`config.mk`:
```
export PLATFORM = sky130hd
export DESIGN_NAME = countdown_timer
export DESIGN_NICKNAME = d
export VERILOG_FILES = /design/src/rtl/countdown_timer_pkg.sv /design/src/rtl/countdown_timer_bcd2_counter.sv /design/src/rtl/countdown_timer.sv
export SDC_FILE = /design/constraint.sdc
export NUM_CORES = 1
export LEC_CHECK = 0
export CAP_MARGIN = 25
export CORE_ASPECT_RATIO = 0.8
export CORE_MARGIN = 2
export CORE_UTILIZATION = 45
export DETAILED_ROUTE_END_ITERATION = 10
export GPL_TIMING_DRIVEN = 1
export SETUP_SLACK_MARGIN = 0.02
export SLEW_MARGIN = 20
export SYNTH_ARGS = -nofsm -noshare
export SYNTH_HDL_FRONTEND = slang
export SYNTH_SLANG_ARGS = --single-unit
export TNS_END_PERCENT = 50
```
`constraint.sdc`:
```
create_clock -name clk -period 3.3 [get_ports clk]
set_input_delay 0.66 -clock clk [delete_from_list [all_inputs] [get_ports clk]]
set_output_delay 0.66 -clock clk [all_outputs]
set_load 0.01 [all_outputs]
```
`src/rtl/countdown_timer_pkg.sv`:
```
// Shared definitions for the minutes:seconds countdown timer.
// Covers the FSM state encoding, BCD constants and a decimal-to-BCD helper.
package countdown_timer_pkg;

    typedef enum logic [2:0] {
        ST_SET_MIN = 3'd0,
        ST_SET_SEC = 3'd1,
        ST_RUN     = 3'd2,
        ST_PAUSE   = 3'd3,
        ST_ALARM   = 3'd4
    } state_t;

    localparam logic [7:0] BCD_59 = 8'h59;
    localparam logic [7:0] BCD_00 = 8'h00;

    // Converts a decimal value in the range 0..99 into two BCD digits {tens,ones}.
    function automatic logic [7:0] to_bcd2(input int unsigned v);
        return {4'(v / 10), 4'(v % 10)};
    endfunction

endpackage

```
`src/rtl/countdown_timer_bcd2_counter.sv`:
```
// Two-digit BCD up/down counter that wraps between 00 and MAX.
// borrow_out flags a decrement at 00 and wrap_out flags an increment at MAX.
module bcd2_counter
    import countdown_timer_pkg::*;
#(
    parameter logic [7:0] MAX = 8'h99
) (
    input  logic       clk,
    input  logic       rst,
    input  logic       inc,
    input  logic       dec,
    input  logic       clr,
    output logic [7:0] value,
    output logic       borrow_out,
    output logic       wrap_out
);

    logic [7:0] value_nx;

    always_comb begin
        value_nx = value;
        if (clr) begin
            value_nx = BCD_00;
        end else if (dec) begin
            if (value == BCD_00)
                value_nx = MAX;
            else if (value[3:0] == 4'd0)
                value_nx = {value[7:4] - 4'd1, 4'd9};
            else
                value_nx = value - 8'd1;
        end else if (inc) begin
            if (value == MAX)
                value_nx = BCD_00;
            else if (value[3:0] == 4'd9)
                value_nx = {value[7:4] + 4'd1, 4'd0};
            else
                value_nx = value + 8'd1;
        end
    end

    assign borrow_out = dec & ~clr & (value == BCD_00);
    assign wrap_out   = inc & ~clr & ~dec & (value == MAX);

    // NOTE: state registers use non-blocking assignments so every flop samples pre-edge values.
    always_ff @(posedge clk or posedge rst) begin
        if (rst)
            value <= BCD_00;
        else
            value <= value_nx;
    end

endmodule

```
`src/rtl/countdown_timer.sv`:
```
// Minutes:seconds countdown timer with set/run/pause/alarm FSM and 1 Hz prescaler.
// It consumes one-clock debounced key pulses and registers all of its outputs.
module countdown_timer
    import countdown_timer_pkg::*;
#(
    parameter int unsigned TICK_DIV   = 27_000_000,
    parameter int unsigned MAX_MIN    = 99,
    parameter int unsigned ALARM_SECS = 5
) (
    input  logic       clk,
    input  logic       rst,
    input  logic       key_mode,
    input  logic       key_up,
    input  logic       key_start,
    output logic [7:0] min_bcd,
    output logic [7:0] sec_bcd,
    output logic       edit_sec,
    output logic       blink,
    output logic       running,
    output logic       alarm
);

    localparam int unsigned PW = $clog2(TICK_DIV);
    localparam int unsigned AW = $clog2(ALARM_SECS + 1);
    localparam logic [PW-1:0] PRESC_LAST = PW'(TICK_DIV - 1);
    localparam logic [PW-1:0] PRESC_HALF = PW'(TICK_DIV / 2);
    localparam logic [AW-1:0] ALARM_LAST = AW'(ALARM_SECS - 1);

    state_t        state, state_nx;
    logic [PW-1:0] presc, presc_nx;
    logic [AW-1:0] acnt, acnt_nx;
    logic          tick, time_zero, time_one;
    logic          presc_clr, min_inc, sec_inc, sec_dec, time_clr, sec_borrow;
    logic          min_borrow, min_wrap, sec_wrap;

    assign tick      = (state != ST_PAUSE) && (presc == PRESC_LAST);
    assign time_zero = (min_bcd == BCD_00) && (sec_bcd == BCD_00);
    assign time_one  = (min_bcd == BCD_00) && (sec_bcd == 8'h01);

    // NOTE: every signal written here gets a default first, so no path can infer a latch.
    always_comb begin
        state_nx  = state;
        presc_clr = 1'b0;
        min_inc   = 1'b0;
        sec_inc   = 1'b0;
        sec_dec   = 1'b0;
        time_clr  = 1'b0;
        acnt_nx   = '0;
        unique case (state)
            ST_SET_MIN, ST_SET_SEC: begin
                // start outranks mode and up even when it is ignored at 00:00
                if (key_start) begin
                    if (!time_zero) begin
                        state_nx  = ST_RUN;
                        presc_clr = 1'b1;
                    end
                end else if (key_mode) begin
                    state_nx = (state == ST_SET_MIN) ? ST_SET_SEC : ST_SET_MIN;
                end else if (key_up) begin
                    min_inc = (state == ST_SET_MIN);
                    sec_inc = (state == ST_SET_SEC);
                end
            end
            ST_RUN: begin
                sec_dec = tick;
                if (tick && time_one)
                    state_nx = ST_ALARM;
                else if (key_start)
                    state_nx = ST_PAUSE;
            end
            ST_PAUSE: begin
                if (key_start)
                    state_nx = ST_RUN;
                else if (key_mode)
                    state_nx = ST_SET_MIN;
            end
            ST_ALARM: begin
                acnt_nx = tick ? acnt + AW'(1) : acnt;
                if (key_start || key_mode || key_up || (tick && acnt == ALARM_LAST)) begin
                    state_nx = ST_SET_MIN;
                    time_clr = 1'b1;
                end
            end
            default: state_nx = ST_SET_MIN;
        endcase

        if (presc_clr || tick)
            presc_nx = '0;
        else if (state == ST_PAUSE)
            presc_nx = presc;
        else
            presc_nx = presc + PW'(1);
    end

    always_ff @(posedge clk or posedge rst) begin
        if (rst) begin
            state    <= ST_SET_MIN;
            presc    <= '0;
            acnt     <= '0;
            running  <= 1'b0;
            alarm    <= 1'b0;
            edit_sec <= 1'b0;
            blink    <= 1'b0;
        end else begin
            state    <= state_nx;
            presc    <= presc_nx;
            acnt     <= acnt_nx;
            running  <= (state_nx == ST_RUN);
            alarm    <= (state_nx == ST_ALARM);
            edit_sec <= (state_nx == ST_SET_SEC);
            blink    <= ((state_nx == ST_SET_MIN) || (state_nx == ST_SET_SEC))
                        && (presc_nx >= PRESC_HALF);
        end
    end

    // Minutes only ever move down through the seconds borrow.
    bcd2_counter #(.MAX(to_bcd2(MAX_MIN))) u_min (
        .clk       (clk),
        .rst       (rst),
        .inc       (min_inc),
        .dec       (sec_borrow),
        .clr       (time_clr),
        .value     (min_bcd),
        .borrow_out(min_borrow),
        .wrap_out  (min_wrap)
    );

    bcd2_counter #(.MAX(BCD_59)) u_sec (
        .clk       (clk),
        .rst       (rst),
        .inc       (sec_inc),
        .dec       (sec_dec),
        .clr       (time_clr),
        .value     (sec_bcd),
        .borrow_out(sec_borrow),
        .wrap_out  (sec_wrap)
    );

endmodule
```
==> out/metrics.csv, run 1 <==
metric,value,unit
run_status,"finished, final reports clean",
grt-ovfl-total,0,
wire_per_inst,15.9,um
cts_root_buffer,clkbuf_8,
drt-total-wl,9180,um
hold_viol,0,
synthArstFlopShare,100,%
holdPathStages,2,
initial_core_util,46.6,%
cap_violations,0,
r2r-end,u_min.value[0],
synth_edf_count,0,
end_kind,flop,
worst_pin_slew,599,ps
synth.largest_area_cell,dfrtp_1,
cts_tree,yes,
hold_end,acnt[1],
fin_worst_skew,14.4,ps
path_clk_slew,100,ps
powerDensity,651,nW/um2
grt_max_degree,35,
drv_slew,0,
relSlewSlack,59.7,%
hp-class,flop to flop,
start_kind,flop,
min_from,acnt[1],
tns,0,ps
fin_crit,2680,ps
slowest_delay,530,ps
path_cells,and3b_1 > or3_4 > or4_4 > a21o_4 > and2_2 > a22o_1,
worstPathMaxFanout,10,
vias_per_cell,5.83,
num_io_pins,25,
reg2regPathDepth,6,
crit_required,3490,ps
drt_iter0_markers,240,
synth.area.top_cells,"dfrtp_1, nand2_1, nor2_1, xnor2_1, ha_1",
period_share,81.1,%
clockBufferDepth,2,
drive_gt1_share,7.91,%
cts_setup_buffers,0,
synth.distinct_cells,68,
synthTopCellsByCount,"nand2_1, dfrtp_1, nor2_1",
path_class,flop to flop,
numCtsBuffers,5,
cts_hold_buf,0,
ir_worst_vdd,358,uV
rsz0062_at_grt,no,
post_cts_resize_count,0,
io_buffers,24,
fin_nets,487,
antenna_found_initial,0,
avgSynthCellArea,8.32,um2
syn_nets,464,
dr.pass1.iters,4,
dpl.hpwl,6630,um
h-tree-depth,2,
finalPower,2710,uW
clock_sinks,51,
synth-seq-cells,51,
seq_area_frac_synth,34.5,%
yosys_warnings,0,
r2r_slack,620,ps
antenna_cells,0,
hold_slack,561,ps
cp_slowest_cell,or4_4,
die_h,85.1,um
detail-route-antenna-nets,0,
netlist_instances,445,
vias,3356,
p_leak,0.00169,uW
synth_most_common_cell,nand2_1,
max_clock_freq,374,MHz
synth_ff_type,dfrtp_1,
globalplace.congestion,0.894,
area_growth,12.5,%
core,7950,um2
num_rows,29,
grt_use_total,21.5,%
arrival,2870,ps
clock_latency,310,ps
setup_viol,0,
grt_pass1_vias,3079,
worst_r2r_startpoint,state[0],
synth_top_area_share,34.5,%
synthesis.area,3700,um2
drc,0,
grt_pass1_wl,15600,um
die_w,105,um
die_area,8970,um2
[kinds of logic after synthesis]
group / Yosys count / share of synthesized area (%)
AND/OR/NAND/NOR: 214 / 30.1
AO/OA/AOI/OAI: 90 / 15.7
flip-flops: 51 / 34.5
buffers and inverters: 36 / 4.94
XOR/XNOR: 34 / 8.05
adder cells (fa/ha/maj): 14 / 4.73
multiplexers: 6 / 1.99
[per-stage QoR]
step                      setup slack [ps]  utilization [%]  std cells  cell area [um2]
final                                  624             52.4        576             4160
after global placement                 662             51.0        569             4060
after CTS                              641             52.4        576             4160
after detailed placement               676             51.0        569             4060
after floorplan                        752                -        445             3700
after global routing                   471             52.4        576             4160
[cell type report]
| cell class | instances | area, um2 |
|---|---|---|
| fill | 730 | 3780 |
| multi-input combinational | 358 | 2240 |
| clock buffer | 5 | 68.8 |
| inverter | 16 | 60.1 |
| sequential | 51 | 1280 |
| tap | 108 | 135 |
| timing repair buffer | 36 | 343 |
| clock inverter | 2 | 37.5 |
[registers in the layout (all words and copies together) (netlist names)]
name         count
running          1
acnt             3
u_sec.value      8
presc           25
state            3
blink            1
edit_sec         1
alarm            1
u_min.value      8
[worst max path at each step]
| stage | start | end | slack (ps) | depth (start not counted) |
|---|---|---|---|---|
| floorplan | state[0] | u_sec.value[6] | 750 | 10 |
| global placement | state[0] | u_sec.value[6] | 660 | 7 |
| detailed placement | state[0] | u_sec.value[6] | 680 | 7 |
| CTS | state[0] | u_min.value[0] | 640 | 6 |
| global route | presc[0] | u_min.value[7] | 470 | 8 |
| finish | state[0] | u_min.value[0] | 620 | 6 |
[power by group]
| group | switching [uW] | internal [uW] | total [uW] |
|---|---|---|---|
| clock network | 224 | 222 | 446 |
| registers | 274 | 746 | 1020 |
| logic | 634 | 611 | 1240 |
[worst max-delay path: cells and delay by family, from the launching register on]
family | cells | cell delay [ps]
AND/OR/NAND/NOR | 4 | 1560
AO/OA/AOI/OAI | 2 | 500
flip-flops | 1 | 490
[per-layer routing]
| metal | wire, um | global-route usage (%) | part of all wire (%) |
|---|---|---|---|
| met5 | 0 | 0 | 0 |
| met3 | 428 | 3.15 | 4.7 |
| met1 | 4980 | 34.2 | 54 |
| met4 | 53 | 4.36 | 0.58 |
| met2 | 3730 | 30.9 | 41 |
[cells in the final DEF, fill, tap and decap left out, types with 7 or more instances in the layout]
cell type	Yosys	layout
a21oi_1	24	24
and3_1	7	7
buf_4	1	11
clkdlybuf4s50_1	0	24
dfrtp_1	51	51
ha_1	14	14
inv_1	16	15
nand2_1	52	52
nand3_1	25	25
nand4_1	15	15
nor2_1	51	51
nor3_1	11	11
o21ai_0	21	21
xnor2_1	21	21
xor2_1	13	13
Power figures use the tool's default switching activity.
==> run 2: changes to the inputs <==
Settings changed: PLACE_DENSITY set to 0.66.
Clock period 3.3 ns to 2.1 ns, I/O delays scaled along.
==> run 2 against run 1 <==
Against the previous run: the run now ends with setup timing left; register-to-register slack lost 750 ps; flip-flop and latch count is the same; core utilization grew 14 points; wire length grew 15%; sequential power grew 35%; setup slack lost 750 ps; clock skew shrank 7.1 ps; critical path depth grew 1; clock power grew 27%; largest power group unchanged.
==> out/metrics.csv, run 2 (same netlist as run 1, synthesis figures left out) <==
metric,value,unit,change
slowest_delay,580,ps,was 530 ps
clockBufferDepth,2,,unchanged
drt_iter0_markers,233,,was 240
ir_worst_vdd,633,uV,was 358 uV
finalPower,4890,uW,was 2710 uW
fin_crit,2230,ps,was 2680 ps
vias_per_cell,5.51,,was 5.83
clock_latency,310,ps,about the same
pre_cts_slack,-318,ps,was 676 ps
detail-route-antenna-nets,0,,unchanged
cts_hold_buf,0,,unchanged
end_kind,flop,,unchanged
max_clock_freq,448,MHz,was 374 MHz
die_w,105,um,unchanged
globalplace.congestion,0.884,,was 0.894
cts_root_buffer,clkbuf_8,,unchanged
num_rows,29,,unchanged
regArea,1280,um2,unchanged
grt-ovfl-total,0,,unchanged
io_buffers,24,,unchanged
arrival,2430,ps,was 2870 ps
path_cells,nor4b_4 > nand4_1 > or4_4 > a21o_4 > and2_4 > a41oi_2 > o22ai_1,,was and3b_1 > or3_4 > or4_4 > a21o_4 > and2_2 > a22o_1
netSwitchingFraction,41.3,%,was 41.7%
power_frac_seq,28.3,%,was 37.6%
drt-total-wl,10600,um,was 9180 um
stdcell_area,5280,um2,was 4160 um2
antenna_found_initial,0,,unchanged
grt_pass1_vias,3690,,"was 3,079"
p_switching,2020,uW,was 1130 uW
grt_max_degree,34,,was 35
grt_use_total,24.0,%,was 21.5%
p_leak,0.00234,uW,was 0.00169 uW
wire_per_inst,15.3,um,was 15.9 um
die_area,8970,um2,unchanged
final_common_cell,buf_4,,was nand2_1
dp.cells,668,,was 569
reg2regPathDepth,7,,was 6
path_clk_slew,100,ps,about the same
period_share,106,%,was 81.1%
start_kind,flop,,unchanged
critical_path.endpoint,u_sec.value[6],,was u_min.value[0]
violations,setup timing,,
clock_sinks,51,,unchanged
power_frac_comb,60.1,%,was 45.9%
dpl.hpwl,7760,um,was 6630 um
fin_worst_skew,7.22,ps,was 14.4 ps
r2r_slack,-130,ps,was 620 ps
area_growth,42.7,%,was 12.5%
largest_reg_flops,25,,unchanged
path_class,flop to flop,,unchanged
grt_pass1_wl,17500,um,"was 15,600 um"
worstPathMaxFanout,8,,was 10
powerDensity,926,nW/um2,was 651 nW/um2
vias,3813,,"was 3,356"
num_io_pins,25,,unchanged
cp_slowest_cell,or4_4,,unchanged
hp-class,input port to asynchronous set/reset pin,,was flop to flop
cts_tree,yes,,unchanged
multi_input_area,2500,um2,was 2240 um2
final_cells,692,,was 576
drc,0,,unchanged
die_h,85.1,um,unchanged
fin_nets,602,,was 487
mostFrequentLayoutCells,"buf_4, dfrtp_1, nor2_1, nand2_1",,"was nand2_1, nor2_1, dfrtp_1"
relSlewSlack,69.8,%,was 59.7%
core,7950,um2,unchanged
numCtsBuffers,5,,unchanged
cap_violations,0,,unchanged
postLayoutSetupSlackWorst,-131,ps,was 624 ps
h-tree-depth,2,,unchanged
crit_start,presc[6],,was state[0]
p_clk_share,11.6,%,was 16.5%
drive_gt1_share,33.4,%,was 7.91%
fill_cells,644,,was 730
top_regs,"presc (25), u_min.value (8), u_sec.value (8)",,unchanged
dr.pass1.iters,5,,was 4
p_int,2870,uW,was 1580 uW
r2r-end,u_sec.value[6],,was u_min.value[0]
worst_r2r_startpoint,presc[6],,was state[0]
tns,-844,ps,was 0 ps
hold_viol,0,,unchanged
setup_viol,15,,was 0
initial_core_util,46.6,%,unchanged
run_status,finished with violations,,"was finished, final reports clean"
drv_slew,0,,unchanged
crit_required,2300,ps,was 3490 ps
antenna_cells,0,,unchanged
placed_area,4820,um2,was 4060 um2
largest-register,presc,,unchanged
rsz0062_at_grt,yes,,was no
worst_pin_slew,452,ps,was 599 ps
==> run 2: critical path, delay by kind of cell (launching register included) <==
kind | cells | cell delay, ps
simple gates | 4 | 1230
compound gates | 3 | 470
flops | 1 | 410
==> run 2: what timing repair did <==
item                       CTS  global route
setup buffers                7             9
pin swaps                   12            15
gates resized for setup     34            27
setup endpoints to repair   23            28
==> run 2: layout make-up <==
| class | count | area share (%) |
|---|---|---|
| inverter | 16 | 1.14 |
| clock inverter | 3 | 0.284 |
| timing repair buffer | 151 | 23.2 |
| multi-input combinational | 358 | 47.3 |
| tap | 108 | 2.56 |
| sequential | 51 | 24.2 |
| clock buffer | 5 | 1.30 |
==> run 2: how the worst min path moves through the flow <==
| stage | startpoint | cells after the start | endpoint | slack [ps] |
|---|---|---|---|---|
| final | rst | 2 | presc[1] | 430 |
| after global routing | rst | 2 | presc[2] | 460 |
| after CTS | rst | 2 | presc[1] | 450 |
| after detailed placement | acnt[1] | 2 | acnt[1] | 540 |
| after global placement | acnt[2] | 2 | acnt[2] | 530 |
| after floorplan | acnt[2] | 2 | acnt[2] | 500 |
==> run 2: layer usage <==
metal	global-route usage (%)	share of wire [%]	up-vias
li1	-	-	1870
met1	34.4	47	1826
met2	38.4	47	111
met3	3.99	5.5	6
met4	5.09	0.51	0
met5	0	0	-
==> run 2: power by group through the flow <==
stage          sequential (uW)  combinational [uW]  clock, uW
2_1_floorplan             1460                1440          0
3_3_place_gp              1360                2650          0
3_5_place_dp              1370                2700          0
4_1_cts                   1360                2780        585
5_1_grt                   1410                3250        627
6_report                  1380                2940        567
==> run 2: through the flow <==
step | utilization [%] | hold slack [ps]
global route | 66.5 | 457
global placement | 60.7 | 529
finish | 66.5 | 434
CTS | 64.1 | 448
detailed placement | 60.7 | 541
floorplan | - | 504
==> run 3: changes to the inputs <==
Settings changed: CORE_UTILIZATION 45 to 54, GPL_ROUTABILITY_DRIVEN set to 0, PLACE_DENSITY 0.66 to 0.83.
==> run 3 against run 2 <==
Against the previous run: the flow still finishes with violations (setup timing); via count grew 9.6%; register-to-register slack worse by 140 ps; largest power group unchanged; design area is 2.8% lower; count of clock-buffer cells in the layout rose by 1; critical path type unchanged; critical endpoint is now blink; non-clock buffer count fell by 16; largest cell class unchanged; critical path depth increased by 2; sequential power barely moved.
==> out/metrics.csv, run 3 (same netlist as run 1, synthesis figures left out) <==
metric,value,unit,change
run_status,finished with violations,,unchanged
violations,setup timing,,unchanged
worst_pin_slew,491,ps,was 452 ps
max_clock_freq,422,MHz,was 448 MHz
top_regs,"presc (25), u_min.value (8), u_sec.value (8)",,unchanged
fill_cells,370,,was 644
detail-route-antenna-nets,0,,unchanged
path_cells,and3b_2 > buf_4 > nor4b_2 > buf_4 > xor2_1 > and3_1 > and4b_1 > o2111ai_1 > a21oi_1,,was nor4b_4 > nand4_1 > or4_4 > a21o_4 > and2_4 > a41oi_2 > o22ai_1
arrival,2600,ps,was 2430 ps
vias,4180,,"was 3,813"
p_int,2940,uW,was 2870 uW
postLayoutSetupSlackWorst,-267,ps,was -131 ps
fin_nets,586,,was 602
path_class,flop to flop,,unchanged
relSlewSlack,66.8,%,was 69.8%
cp_common_cell,buf_4,,
p_switching,2090,uW,was 2020 uW
core,6510,um2,was 7950 um2
clockBufferDepth,2,,unchanged
end_kind,flop,,unchanged
cts_tree,yes,,unchanged
p_leak,0.00225,uW,was 0.00234 uW
fin_worst_skew,7.51,ps,was 7.22 ps
hold_slack,406,ps,was 434 ps
dr.pass1.iters,6,,was 5
largest_reg_flops,25,,unchanged
num_rows,26,,was 29
die_h,78.0,um,was 85.1 um
die_w,96.6,um,was 105 um
die_area,7540,um2,was 8970 um2
dpl.hpwl,8110,um,was 7760 um
final_common_cell,buf_4,,unchanged
largest-register,presc,,unchanged
drt_iter0_markers,596,,was 233
drc,0,,unchanged
powerDensity,980,nW/um2,was 926 nW/um2
antenna_found_initial,0,,unchanged
finalPower,5030,uW,was 4890 uW
crit_start,state[1],,was presc[6]
numCtsBuffers,5,,unchanged
hp-class,input port to asynchronous set/reset pin,,unchanged
fin_crit,2370,ps,was 2230 ps
grt_use_total,30.0,%,was 24.0%
vias_per_cell,6.42,,was 5.51
hold_viol,0,,unchanged
antenna_cells,0,,unchanged
path_clk_slew,90,ps,was 100 ps
critPathBufInv,2,,was 0
crit_required,2340,ps,was 2300 ps
grt_max_degree,36,,was 34
power_frac_seq,27.1,%,was 28.3%
netSwitchingFraction,41.6,%,was 41.3%
grt_pass1_wl,18100,um,"was 17,500 um"
cap_violations,0,,unchanged
io_buffers,24,,unchanged
clock_sinks,51,,unchanged
grt-ovfl-total,0,,unchanged
drt-total-wl,12000,um,"was 10,600 um"
drv_slew,0,,unchanged
cts_root_buffer,clkbuf_8,,unchanged
initial_core_util,56.9,%,was 46.6%
start_kind,flop,,unchanged
power_frac_comb,59.4,%,was 60.1%
drive_gt1_share,31.0,%,was 33.4%
mostFrequentLayoutCells,"buf_4, dfrtp_1, nor2_1",,"was buf_4, dfrtp_1, nor2_1, nand2_1"
cp_slowest_cell,dfrtp_1,,was or4_4
area_growth,38.8,%,was 42.7%
worstPathMaxFanout,5,,was 8
ir_worst_vdd,876,uV,was 633 uV
h-tree-depth,2,,unchanged
slowest_delay,430,ps,was 580 ps
grt_pass1_vias,3804,,"was 3,690"
wire_per_inst,18.4,um,was 15.3 um
pre_cts_slack,-207,ps,was -318 ps
critPathTopFamily,simple AND/OR/NAND/NOR gates,,unchanged
dp.cells,633,,was 668
num_io_pins,25,,unchanged
setup_viol,18,,was 15
period_share,113,%,was 106%
rsz0062_at_grt,yes,,unchanged
final_cells,651,,was 692
clock_latency,310,ps,about the same
p_clk_share,13.5,%,was 11.6%
worst_r2r_startpoint,state[1],,was presc[6]
[run 3: stage by stage]
| stage | TNS [ps] | cell area [um2] | utilization [%] |
|---|---|---|---|
| 2_1_floorplan | -3030 | 3710 | - |
| 3_3_place_gp | -1380 | 4690 | 72.2 |
| 3_5_place_dp | -2500 | 4690 | 72.2 |
| 4_1_cts | -1410 | 4910 | 75.5 |
| 5_1_grt | -3710 | 5140 | 78.9 |
| 6_report | -2820 | 5140 | 78.9 |
[run 3: power groups by stage]
| stage | Sequential, uW | Clock [uW] | Combinational, uW |
|---|---|---|---|
| after floorplan | 1460 | 0 | 1440 |
| after global placement | 1360 | 0 | 2560 |
| after detailed placement | 1370 | 0 | 2680 |
| after CTS | 1350 | 679 | 2800 |
| after global routing | 1390 | 729 | 3250 |
| final | 1360 | 679 | 2990 |
[run 3: final timing paths]
| path | slack [ps] | cells past startpoint | end |
|---|---|---|---|
| max in group asynchronous | 1170 | 3 | presc[15] |
| min reg2reg | 550 | 2 | acnt[1] |
| min | 410 | 2 | acnt[2] |
| max | -270 | 9 | blink |
| min in group clk | 550 | 2 | acnt[1] |
| max reg2reg | -270 | 9 | blink |
[run 3: timing repair]
action	in CTS	in global routing
resized for setup	22	44
endpoints found under the setup margin	21	43
pin swaps	9	27
endpoints found under the hold margin	0	0
hold buffers	0	0
setup buffers	5	6
[run 3: cell type report]
cell class                 instances  area [um2]  share of cell area, %
clock inverter                     1        30.0                  0.585
inverter                          16        60.1                   1.17
clock buffer                       6        72.6                   1.41
timing repair buffer             135        1100                   21.5
multi-input combinational        358        2490                   48.4
tap                               84         105                   2.05
sequential                        51        1280                   24.8
[run 3: worst register-to-register path, delay by kind of cell (launching register included)]
family / cells / cell delay, ps
and+or+nand+nor: 4 / 1030
DFF: 1 / 430
buffers and inverters: 2 / 340
AOI/OAI and AO/OA: 2 / 330
xor gates and xnor gates: 1 / 160
[run 3: per-layer routing]
| metal | vias to the layer above | global-route usage (%) | wire (um) |
|---|---|---|---|
| li1 | 1849 | - | - |
| met1 | 1977 | 44.2 | 4820 |
| met2 | 301 | 47.2 | 5590 |
| met3 | 53 | 3.45 | 1220 |
| met4 | 0 | 7.18 | 358 |
| met5 | - | 0 | 0 |
